**src/rtl/eeprom_pkg.sv**
```systemverilog
// Shared definitions for the EEPROM sequencer: FSM state encoding,
// address-class limit and the MAC/IP validity rules used on every read.
package eeprom_pkg;

  localparam logic [3:0] ST_PWRUP_ENC   = 4'd0;
  localparam logic [3:0] ST_RD_ENC      = 4'd1;
  localparam logic [3:0] ST_RD_WAIT_ENC = 4'd2;
  localparam logic [3:0] ST_CHECK_ENC   = 4'd3;
  localparam logic [3:0] ST_IDLE_ENC    = 4'd4;
  localparam logic [3:0] ST_WR_ENC      = 4'd5;
  localparam logic [3:0] ST_WR_WAIT_ENC = 4'd6;
  localparam logic [3:0] ST_VERIFY_ENC  = 4'd7;

  typedef enum logic [3:0] {
    ST_PWRUP   = ST_PWRUP_ENC,
    ST_RD      = ST_RD_ENC,
    ST_RD_WAIT = ST_RD_WAIT_ENC,
    ST_CHECK   = ST_CHECK_ENC,
    ST_IDLE    = ST_IDLE_ENC,
    ST_WR      = ST_WR_ENC,
    ST_WR_WAIT = ST_WR_WAIT_ENC,
    ST_VERIFY  = ST_VERIFY_ENC
  } state_t;

  // First octet at or above this value is class D/E and never a usable host address
  localparam logic [7:0] IP_INVALID_HI_OCTET = 8'd224;

  // A usable MAC is neither all-zero nor broadcast and is not a multicast address
  function automatic logic mac_ok(input logic [47:0] m);
    return (m != 48'h0) && (m != {48{1'b1}}) && (m[40] == 1'b0);
  endfunction

  // A usable IP has a first octet in 1..223, which also excludes 0.0.0.0 and broadcast
  function automatic logic ip_ok(input logic [31:0] ip);
    return (ip != 32'h0) && (ip != 32'hFFFF_FFFF) &&
           (ip[31:24] != 8'd0) && (ip[31:24] < IP_INVALID_HI_OCTET);
  endfunction

endpackage

```
**src/rtl/eeprom_req_arbiter.sv**
```systemverilog
// Fixed-priority (A over B) selection of IP write requests. Holds the chosen
// requester and its IP until the sequencer signals completion, then steers a
// single-cycle ack with its status back to that requester.
module eeprom_req_arbiter
  import eeprom_pkg::*;
(
  input  logic        clock,
  input  logic        reset,
  input  logic        req_a,
  input  logic        req_b,
  input  logic [31:0] ip_a,
  input  logic [31:0] ip_b,
  input  logic        grant_en,
  input  logic        ack_fire,
  input  logic        ack_err,
  output logic        pending,
  output logic [31:0] sel_ip,
  output logic        ack_a,
  output logic        ack_b,
  output logic        wr_err
);

  logic sel_b;

  // Capture a requester when the sequencer is free, release it with an ack when done
  always_ff @(posedge clock) begin
    if (reset) begin
      pending <= 1'b0;
      sel_b   <= 1'b0;
      sel_ip  <= 32'h0;
      ack_a   <= 1'b0;
      ack_b   <= 1'b0;
      wr_err  <= 1'b0;
    end else begin
      ack_a <= 1'b0;
      ack_b <= 1'b0;
      if (grant_en && (req_a || req_b)) begin
        pending <= 1'b1;
        sel_b   <= ~req_a;
        sel_ip  <= req_a ? ip_a : ip_b;
      end else if (ack_fire) begin
        pending <= 1'b0;
        ack_a   <= ~sel_b;
        ack_b   <= sel_b;
        wr_err  <= ack_err;
      end
    end
  end

endmodule

```
**src/rtl/eeprom_sequencer.sv**
```systemverilog
// Owns the SPI EEPROM engine: power-up read and publish of MAC/static IP,
// then arbitrated IP writes with a verify re-read. Every engine handshake
// phase is guarded by a timeout that sets a sticky error flag.
module eeprom_sequencer
  import eeprom_pkg::*;
#(
  parameter int POWERUP_DELAY = 1000,
  parameter int TIMEOUT       = 4096
) (
  input  logic        clock,
  input  logic        reset,
  input  logic        eep_ready,
  output logic        eep_rd_request,
  output logic        eep_wr_request,
  output logic [31:0] eep_ip_to_write,
  input  logic [47:0] eep_mac,
  input  logic [31:0] eep_ip,
  input  logic        req_a,
  input  logic        req_b,
  input  logic [31:0] ip_a,
  input  logic [31:0] ip_b,
  output logic        ack_a,
  output logic        ack_b,
  output logic        wr_err,
  output logic [47:0] mac,
  output logic [31:0] static_ip,
  output logic        mac_valid,
  output logic        ip_valid,
  output logic        config_done,
  output logic        busy,
  output logic        error
);

  state_t      state;
  logic [31:0] cnt;
  logic        holdoff;
  logic [31:0] rd_ip;
  logic        pending;

  logic grant_en;
  logic idle_decide;
  logic reject;
  logic skip;
  logic verify_mismatch;
  logic in_phase;
  logic progress;
  logic timeout_hit;
  logic ack_fire;
  logic ack_err;

  eeprom_req_arbiter u_arbiter (
    .clock    (clock),
    .reset    (reset),
    .req_a    (req_a),
    .req_b    (req_b),
    .ip_a     (ip_a),
    .ip_b     (ip_b),
    .grant_en (grant_en),
    .ack_fire (ack_fire),
    .ack_err  (ack_err),
    .pending  (pending),
    .sel_ip   (eep_ip_to_write),
    .ack_a    (ack_a),
    .ack_b    (ack_b),
    .wr_err   (wr_err)
  );

  // Decode request decisions, handshake progress and completion from the registered state
  always_comb begin
    grant_en        = (state == ST_IDLE) && !holdoff && !pending;
    idle_decide     = (state == ST_IDLE) && !holdoff && pending;
    reject          = idle_decide && !ip_ok(eep_ip_to_write);
    skip            = idle_decide && ip_ok(eep_ip_to_write) && ip_valid &&
                      (eep_ip_to_write == static_ip);
    verify_mismatch = (rd_ip != eep_ip_to_write);
    in_phase        = 1'b0;
    progress        = 1'b0;
    case (state)
      ST_RD, ST_WR: begin
        in_phase = 1'b1;
        progress = ~eep_ready;
      end
      ST_RD_WAIT, ST_WR_WAIT: begin
        in_phase = 1'b1;
        progress = eep_ready;
      end
      default: begin
        in_phase = 1'b0;
        progress = 1'b0;
      end
    endcase
    timeout_hit = in_phase && !progress && (cnt == 32'(TIMEOUT - 1));
    ack_fire    = reject || skip || (state == ST_VERIFY) || (timeout_hit && pending);
    ack_err     = reject || ((state == ST_VERIFY) && verify_mismatch) || timeout_hit;
  end

  // Main sequencer: power-up read, publish, write/verify and timeout recovery
  always_ff @(posedge clock) begin
    if (reset) begin
      state          <= ST_PWRUP;
      cnt            <= 32'h0;
      holdoff        <= 1'b0;
      rd_ip          <= 32'h0;
      eep_rd_request <= 1'b0;
      eep_wr_request <= 1'b0;
      mac            <= 48'h0;
      static_ip      <= 32'h0;
      mac_valid      <= 1'b0;
      ip_valid       <= 1'b0;
      config_done    <= 1'b0;
      busy           <= 1'b0;
      error          <= 1'b0;
    end else begin
      cnt     <= cnt + 32'd1;
      holdoff <= ack_fire;
      if (timeout_hit) begin
        error          <= 1'b1;
        eep_rd_request <= 1'b0;
        eep_wr_request <= 1'b0;
        state          <= ST_IDLE;
        busy           <= 1'b0;
        cnt            <= 32'h0;
        if (!pending) begin
          config_done <= 1'b1;
          mac_valid   <= 1'b0;
          ip_valid    <= 1'b0;
        end
      end else begin
        case (state)
          ST_PWRUP: begin
            busy <= 1'b1;
            if (cnt == 32'(POWERUP_DELAY - 1)) begin
              state <= ST_RD;
              cnt   <= 32'h0;
            end
          end
          ST_RD: begin
            if (!eep_ready) begin
              eep_rd_request <= 1'b0;
              state          <= ST_RD_WAIT;
              cnt            <= 32'h0;
            end else begin
              eep_rd_request <= 1'b1;
            end
          end
          ST_RD_WAIT: begin
            if (eep_ready) begin
              state <= ST_CHECK;
              cnt   <= 32'h0;
            end
          end
          ST_CHECK: begin
            mac       <= eep_mac;
            mac_valid <= mac_ok(eep_mac);
            cnt       <= 32'h0;
            if (pending) begin
              rd_ip <= eep_ip;
              state <= ST_VERIFY;
            end else begin
              static_ip   <= eep_ip;
              ip_valid    <= ip_ok(eep_ip);
              config_done <= 1'b1;
              state       <= ST_IDLE;
              busy        <= 1'b0;
            end
          end
          ST_IDLE: begin
            if (idle_decide && !reject && !skip) begin
              state <= ST_WR;
              busy  <= 1'b1;
              cnt   <= 32'h0;
            end
          end
          ST_WR: begin
            if (!eep_ready) begin
              eep_wr_request <= 1'b0;
              state          <= ST_WR_WAIT;
              cnt            <= 32'h0;
            end else begin
              eep_wr_request <= 1'b1;
            end
          end
          ST_WR_WAIT: begin
            if (eep_ready) begin
              state <= ST_RD;
              cnt   <= 32'h0;
            end
          end
          ST_VERIFY: begin
            if (!verify_mismatch) begin
              static_ip <= eep_ip_to_write;
              ip_valid  <= ip_ok(eep_ip_to_write);
            end
            state <= ST_IDLE;
            busy  <= 1'b0;
            cnt   <= 32'h0;
          end
          default: begin
            state <= ST_PWRUP;
            cnt   <= 32'h0;
          end
        endcase
      end
    end
  end

endmodule

```
**config.mk**
```make
export PLATFORM = sky130hd
export DESIGN_NAME = eeprom_sequencer
export DESIGN_NICKNAME = d
export VERILOG_FILES = /design/src/rtl/eeprom_pkg.sv /design/src/rtl/eeprom_req_arbiter.sv /design/src/rtl/eeprom_sequencer.sv
export SDC_FILE = /design/constraint.sdc
export NUM_CORES = 1
export LEC_CHECK = 0
export BUFFER_PORTS_ARGS = -buffer_cell sky130_fd_sc_hd__buf_4
export CORE_MARGIN = 10
export CORE_UTILIZATION = 30
export CTS_BUF_LIST = sky130_fd_sc_hd__clkbuf_16
export CTS_CLUSTER_SIZE = 28
export DETAILED_ROUTE_END_ITERATION = 8
export PLACE_DENSITY_LB_ADDON = 0.2
export SKIP_CTS_REPAIR_TIMING = 1
export SYNTH_ARGS = -nofsm -noshare
export SYNTH_HDL_FRONTEND = slang
export SYNTH_SLANG_ARGS = --single-unit
```
**constraint.sdc**
```tcl
create_clock -name clock -period 3 [get_ports clock]
set_input_delay 0.3 -clock clock [delete_from_list [all_inputs] [get_ports clock]]
set_output_delay 0.3 -clock clock [all_outputs]
set_load 0.01 [all_outputs]
```
[After elaboration in Yosys (flattened, before gate mapping)]
Index checks and enable logic that the tools add are counted.
Cells by class
  $add $sub $neg: 1
  order comparisons: 2
  eq/ne operators: 30
  muxes and demuxes: 35
  bitwise gates (word level): 7
  reduce and logical (&&, ||, !) cells: 59
Operator list (count)
  $mux 32: 7
  $pmux 32 s4: 1
  $ne 32x32->1 const B: 2
  $pmux 32 s2: 1
  $reduce_bool 32->1: 2
  $ne 48x48->1 const B: 1
  $reduce_bool 48->1: 1
  $add 32x1->32 const B: 1
  $eq 32x10->1 const B: 1
  $eq 32x12->1 const B: 1
  $eq 32x32->1: 1
  $ne 32x32->1: 1
  $pmux 4 s8: 1
  $mux 4: 6
  $logic_and 1x1->1: 22
  $ne 3x3->1 const B: 6
  $eq 4x3->1 const B: 4
  $lt 8x8->1 const B: 2
  $ne 2x2->1 const B: 8
  $reduce_bool 8->1: 2
  $mux 1: 14
  $reduce_and 6->1: 2
  $eq 4x2->1 const B: 2
  $reduce_and 4->1: 2
  19 further kinds: 43
Word-level totals
  bits in registers: 193
  input port bits: 149
  output and inout bits: 122

[Logic depth before layout (Yosys ltp)]
  word-level depth: 12
  mapped depth: 11

[Cells and area by module]
Synthesis repeated with hierarchy kept, for this count alone.
Second synthesis, totals
  cell total of the unflattened synthesis: 1024
  area, all modules: 8873.5 um^2
By module, submodules not included
  eeprom_sequencer: times used 1, cells each 863, area each 7119.3 um^2
  eeprom_req_arbiter: times used 1, cells each 161, area each 1754.2 um^2

[Worst setup path after synthesis]
OpenSTA, ideal clock, no wires.
  kind: flip-flop to flip-flop
  start point: register cnt[0]
  end point: register cnt[11]
  library setup time: 0.065 ns
  data arrival time: 2.105 ns
  data required time: 2.935 ns
  path slack: 0.831 ns
  cell stages (with the launch flop): 11
  path through: dfxtp_1 -> ha_1 -> and4_4 -> nor4b_4 -> nor4b_4 -> or2_2 -> buf_2 -> or3_1 -> buf_2 -> buf_6 -> nor2_1
On the way
  cells in the longest elaborated chain, start to end: 3
  elaborated cells on any way between the ends: 10
Ends and longest elaborated chain
  start: declaration: RTL line eeprom_sequencer.sv:35  | logic [31:0] cnt;
  start signal: assignment: RTL line eeprom_sequencer.sv:114  | cnt <= cnt + 32'd1;
  $add 32x1->32 (tied with other cells): RTL line eeprom_sequencer.sv:114
  $mux 32 (tied with other cells): RTL line eeprom_sequencer.sv:147, eeprom_sequencer.sv:184
  $pmux 32 s4 or $reduce_or 2->1 (tied branches)
Parallel ways exist; a longest one is shown, timed or not.
A chain may end at the register's enable or synchronous reset.

[Worst setup path in the final report]
  start point: register u_arbiter.sel_ip[29]
  end point: register static_ip[31]
On the way
  cells in the longest elaborated chain, start to end: 3
Ends and longest elaborated chain
  start: declaration: RTL line eeprom_req_arbiter.sv:17  | output logic [31:0] sel_ip,
  start signal: assignment: RTL line eeprom_req_arbiter.sv:40  | sel_ip <= req_a ? ip_a : ip_b;
  $ne 32x32->1: RTL line eeprom_sequencer.sv:75  | verify_mismatch = (rd_ip != eep_ip_to_write);
  $ne 2x2->1 (no source line)
  $reduce_and 4->1 (no source line)
  end signal: assignment: RTL line eeprom_sequencer.sv:160  | static_ip <= eep_ip;
  end signal: assignment: RTL line eeprom_sequencer.sv:191  | static_ip <= eep_ip_to_write;
  end: declaration: RTL line eeprom_sequencer.sv:26  | output logic [31:0] static_ip,
No other way between the ends.

==> results.json <==
{
  "drt-pass1-iter-count": 5,
  "synth_ff_type": "dfxtp_1",
  "synth_edf_count": 0,
  "power.density_nw_per_um2": 531,
  "die_area_um2": 36600,
  "grt_max_degree": 156,
  "slew_violations": 0,
  "status": "complete, no violations",
  "rows": 62,
  "drive_gt1_share_pct": 26.1,
  "grt-ovfl-total": 0,
  "ant_nets": 0,
  "clock_skew_ns": 0.0168,
  "core-area_um2": 28800,
  "fmax_ghz": 0.384,
  "grt_pass1_vias": 8138,
  "crit_required_ns": 3.32,
  "hold_class": "in -> reg",
  "grt_usage_pct": 15.9,
  "cp.arrival_ns": 2.92,
  "synthCells": 1057,
  "min_period_ns": 2.60,
  "end_kind": "flop",
  "setup_viol": 0,
  "path_clk_slew_ns": 0.08,
  "finalPower_uw": 6240,
  "fin_tns_setup_ns": 0,
  "num_vias": 8153,
  "synth-seq-area-share_pct": 43.7,
  "place.port_buffers": 270,
  "synth_cell_types": 53,
  "root_buffer": "clkbuf_16",
  "grt_pass1_wl_um": 46100,
  "rsz0062_at_grt": "false",
  "place_congestion": 0.790,
  "wl_per_cell_um": 17.8,
  "crit_path_start_kind": "flop",
  "drt-total-wl_um": 30200,
  "cts_tree": "yes",
  "power.leakage_uw": 0.00452,
  "slew_headroom_pct": 42.1,
  "die_h_um": 191,
  "hold_viol": 0,
  "maxCapViolCount": 0,
  "worstPathMaxFanout": 56,
  "die_x_um": 191,
  "yosys_register_bits": 192,
  "post-route-drc-count": 0,
  "syn_nets": 1211,
  "finalCritPeriodShare_pct": 86.7,
  "cpLargestDelayFamily": "simple AND/OR/NAND/NOR gates",
  "postSynth.asyncResetShare_pct": 0,
  "ios": 271,
  "clock_latency_ns": 0.43,
  "syn-mean-instance-area_um2": 8.32,
  "start_util_pct": 30.5,
  "place_ws_ns": 0.462,
  "hpwl_um": 22400,
  "path_cells": "xnor2_1 -> nand4_1 -> nor4_1 -> a31oi_1 -> nor3b_4 -> buf_12 -> nor2_1 -> a311oi_1",
  "layout.nets": 1450,
  "syn_to_final_growth_pct": 33.6,
  "clockBufferDepth": 2,
  "r2r_setup_slack_ns": 0.40,
  "critPathKind": "reg -> reg",
  "numCtsBuffers": 17,
  "worst_pin_slew_ns": 0.868,
  "peakVddDrop_v": 0.000375,
  "vias_per_cell": 4.81,
  "yosys_warnings": 0,
  "antenna_found_initial": 3,
  "cts_num_sinks": 192,
  "htree_levels": 4,
  "drt_iter0_markers": 535,
  "syn-cell-area_um2": 8790,
  "critPathBufInv": 1,
  "cpPeakStageDelay_ns": 0.52,
  "setup_ws_ns": 0.398,
  "crit_slowest_cell": "nor4_1"
}
cells in the final DEF, fill, tap and decap left out, drive strengths merged, types with 2 or more instances in the layout:
cell      count
nand2       248
clkbuf       17
and2          3
a311oi       32
nand3        12
dfxtp       192
nor2        127
nor3b         2
mux2i        33
nand4b        2
xnor2        74
and4          4
nor3          7
xor2         20
bufinv        2
or2           3
clkinvlp      3
clkinv        4
a21oi        90
ha            5
a31oi         3
a211oi       39
nand4        28
nor4         27
buf         291
diode         2
o21ai         4
and2b         2
and3          2
nor4b         2
inv          15
final timing paths:
check / startpoint / endpoint / depth (start not counted)
worst max-delay path: u_arbiter.sel_ip[29] / static_ip[31] / 8
worst min-delay path: eep_mac[18] / mac[18] / 3
worst max register to register: u_arbiter.sel_ip[29] / static_ip[31] / 8
worst min register to register: u_arbiter.sel_b / u_arbiter.ack_a / 1
synthesized netlist by cell type, drive strengths merged, types with 5 or more instances:
cell    number  area [um^2]
a211oi      39          305
a21oi       90          450
a311oi      32          280
buf         31          250
clkbuf      40          150
dfxtp      192         3840
ha           5         62.6
inv          9         33.8
mux2i       33          330
nand2      248          931
nand3       12         65.1
nand4       28          190
nor2       127          477
nor3         7         40.0
nor4        27          184
xnor2       74          648
xor2        20          175
flip-flops by register name, indices dropped and copies added (netlist names):
signal / cells
ip_valid: 1
holdoff: 1
u_arbiter.sel_b: 1
u_arbiter.sel_ip: 32
u_arbiter.ack_b: 1
static_ip: 32
mac: 48
u_arbiter.wr_err: 1
eep_rd_request: 1
eep_wr_request: 1
mac_valid: 1
u_arbiter.pending: 1
rd_ip: 32
cnt: 32
config_done: 1
state: 3
error: 1
u_arbiter.ack_a: 1
busy: 1
cell families (layout without fill, tap and decap cells):
family                   Yosys count  in the layout  synth area share (%)
AND/OR/NAND/NOR                  474            474                  24.2
flip-flops                       192            192                  43.7
AO/OA/AOI/OAI                    178            178                  13.2
XOR/XNOR                          94             94                  9.36
buffers and inverters             80            332                  4.94
multiplexers                      34             34                  3.89
adder cells (fa/ha/maj)            5              5                 0.712
other                              0              2                     0
area by class of cell:
cell class | instances | area (um^2)
Tap cell | 384 | 480
Multi-Input combinational cell | 785 | 4530
Antenna cell | 2 | 5.00
Inverter | 9 | 33.8
Clock buffer | 17 | 425
Timing Repair Buffer | 291 | 2250
Sequential cell | 192 | 3840
Fill cell | 2928 | 17000
Clock inverter | 15 | 178
metrics by stage:
stage | hold WS (ns) | cell area (um^2) | utilization [%] | instances
after floorplan | 0.410 | 8790 | - | 1057
after global routing | 0.0936 | 11700 | 40.8 | 1694
after detailed placement | 0.443 | 11100 | 38.7 | 1661
final | 0.114 | 11700 | 40.8 | 1695
after CTS | 0.0965 | 11700 | 40.8 | 1693
after global placement | 0.430 | 11100 | 38.7 | 1661
layer usage:
| layer | track usage [%] | vias up | wire length [um] |
|---|---|---|---|
| met5 | 0 | - | 13 |
| met4 | 3.25 | 2 | 285 |
| met3 | 6.54 | 15 | 2520 |
| met2 | 26.1 | 222 | 14200 |
| met1 | 19.1 | 3802 | 13200 |
| li1 | - | 4112 | - |
where the power goes:
part / switching, uW / internal (uW) / total [uW]
logic: 599 / 518 / 1120
registers: 96.4 / 2650 / 2750
clock network: 1110 / 1260 / 2370
total: 1810 / 4430 / 6240
worst min-delay path: stages:
cell,delay [ns]
buf_4,0.11
nand2_1,0.05
a21oi_1,0.05
(Power assumes the default switching activity.)
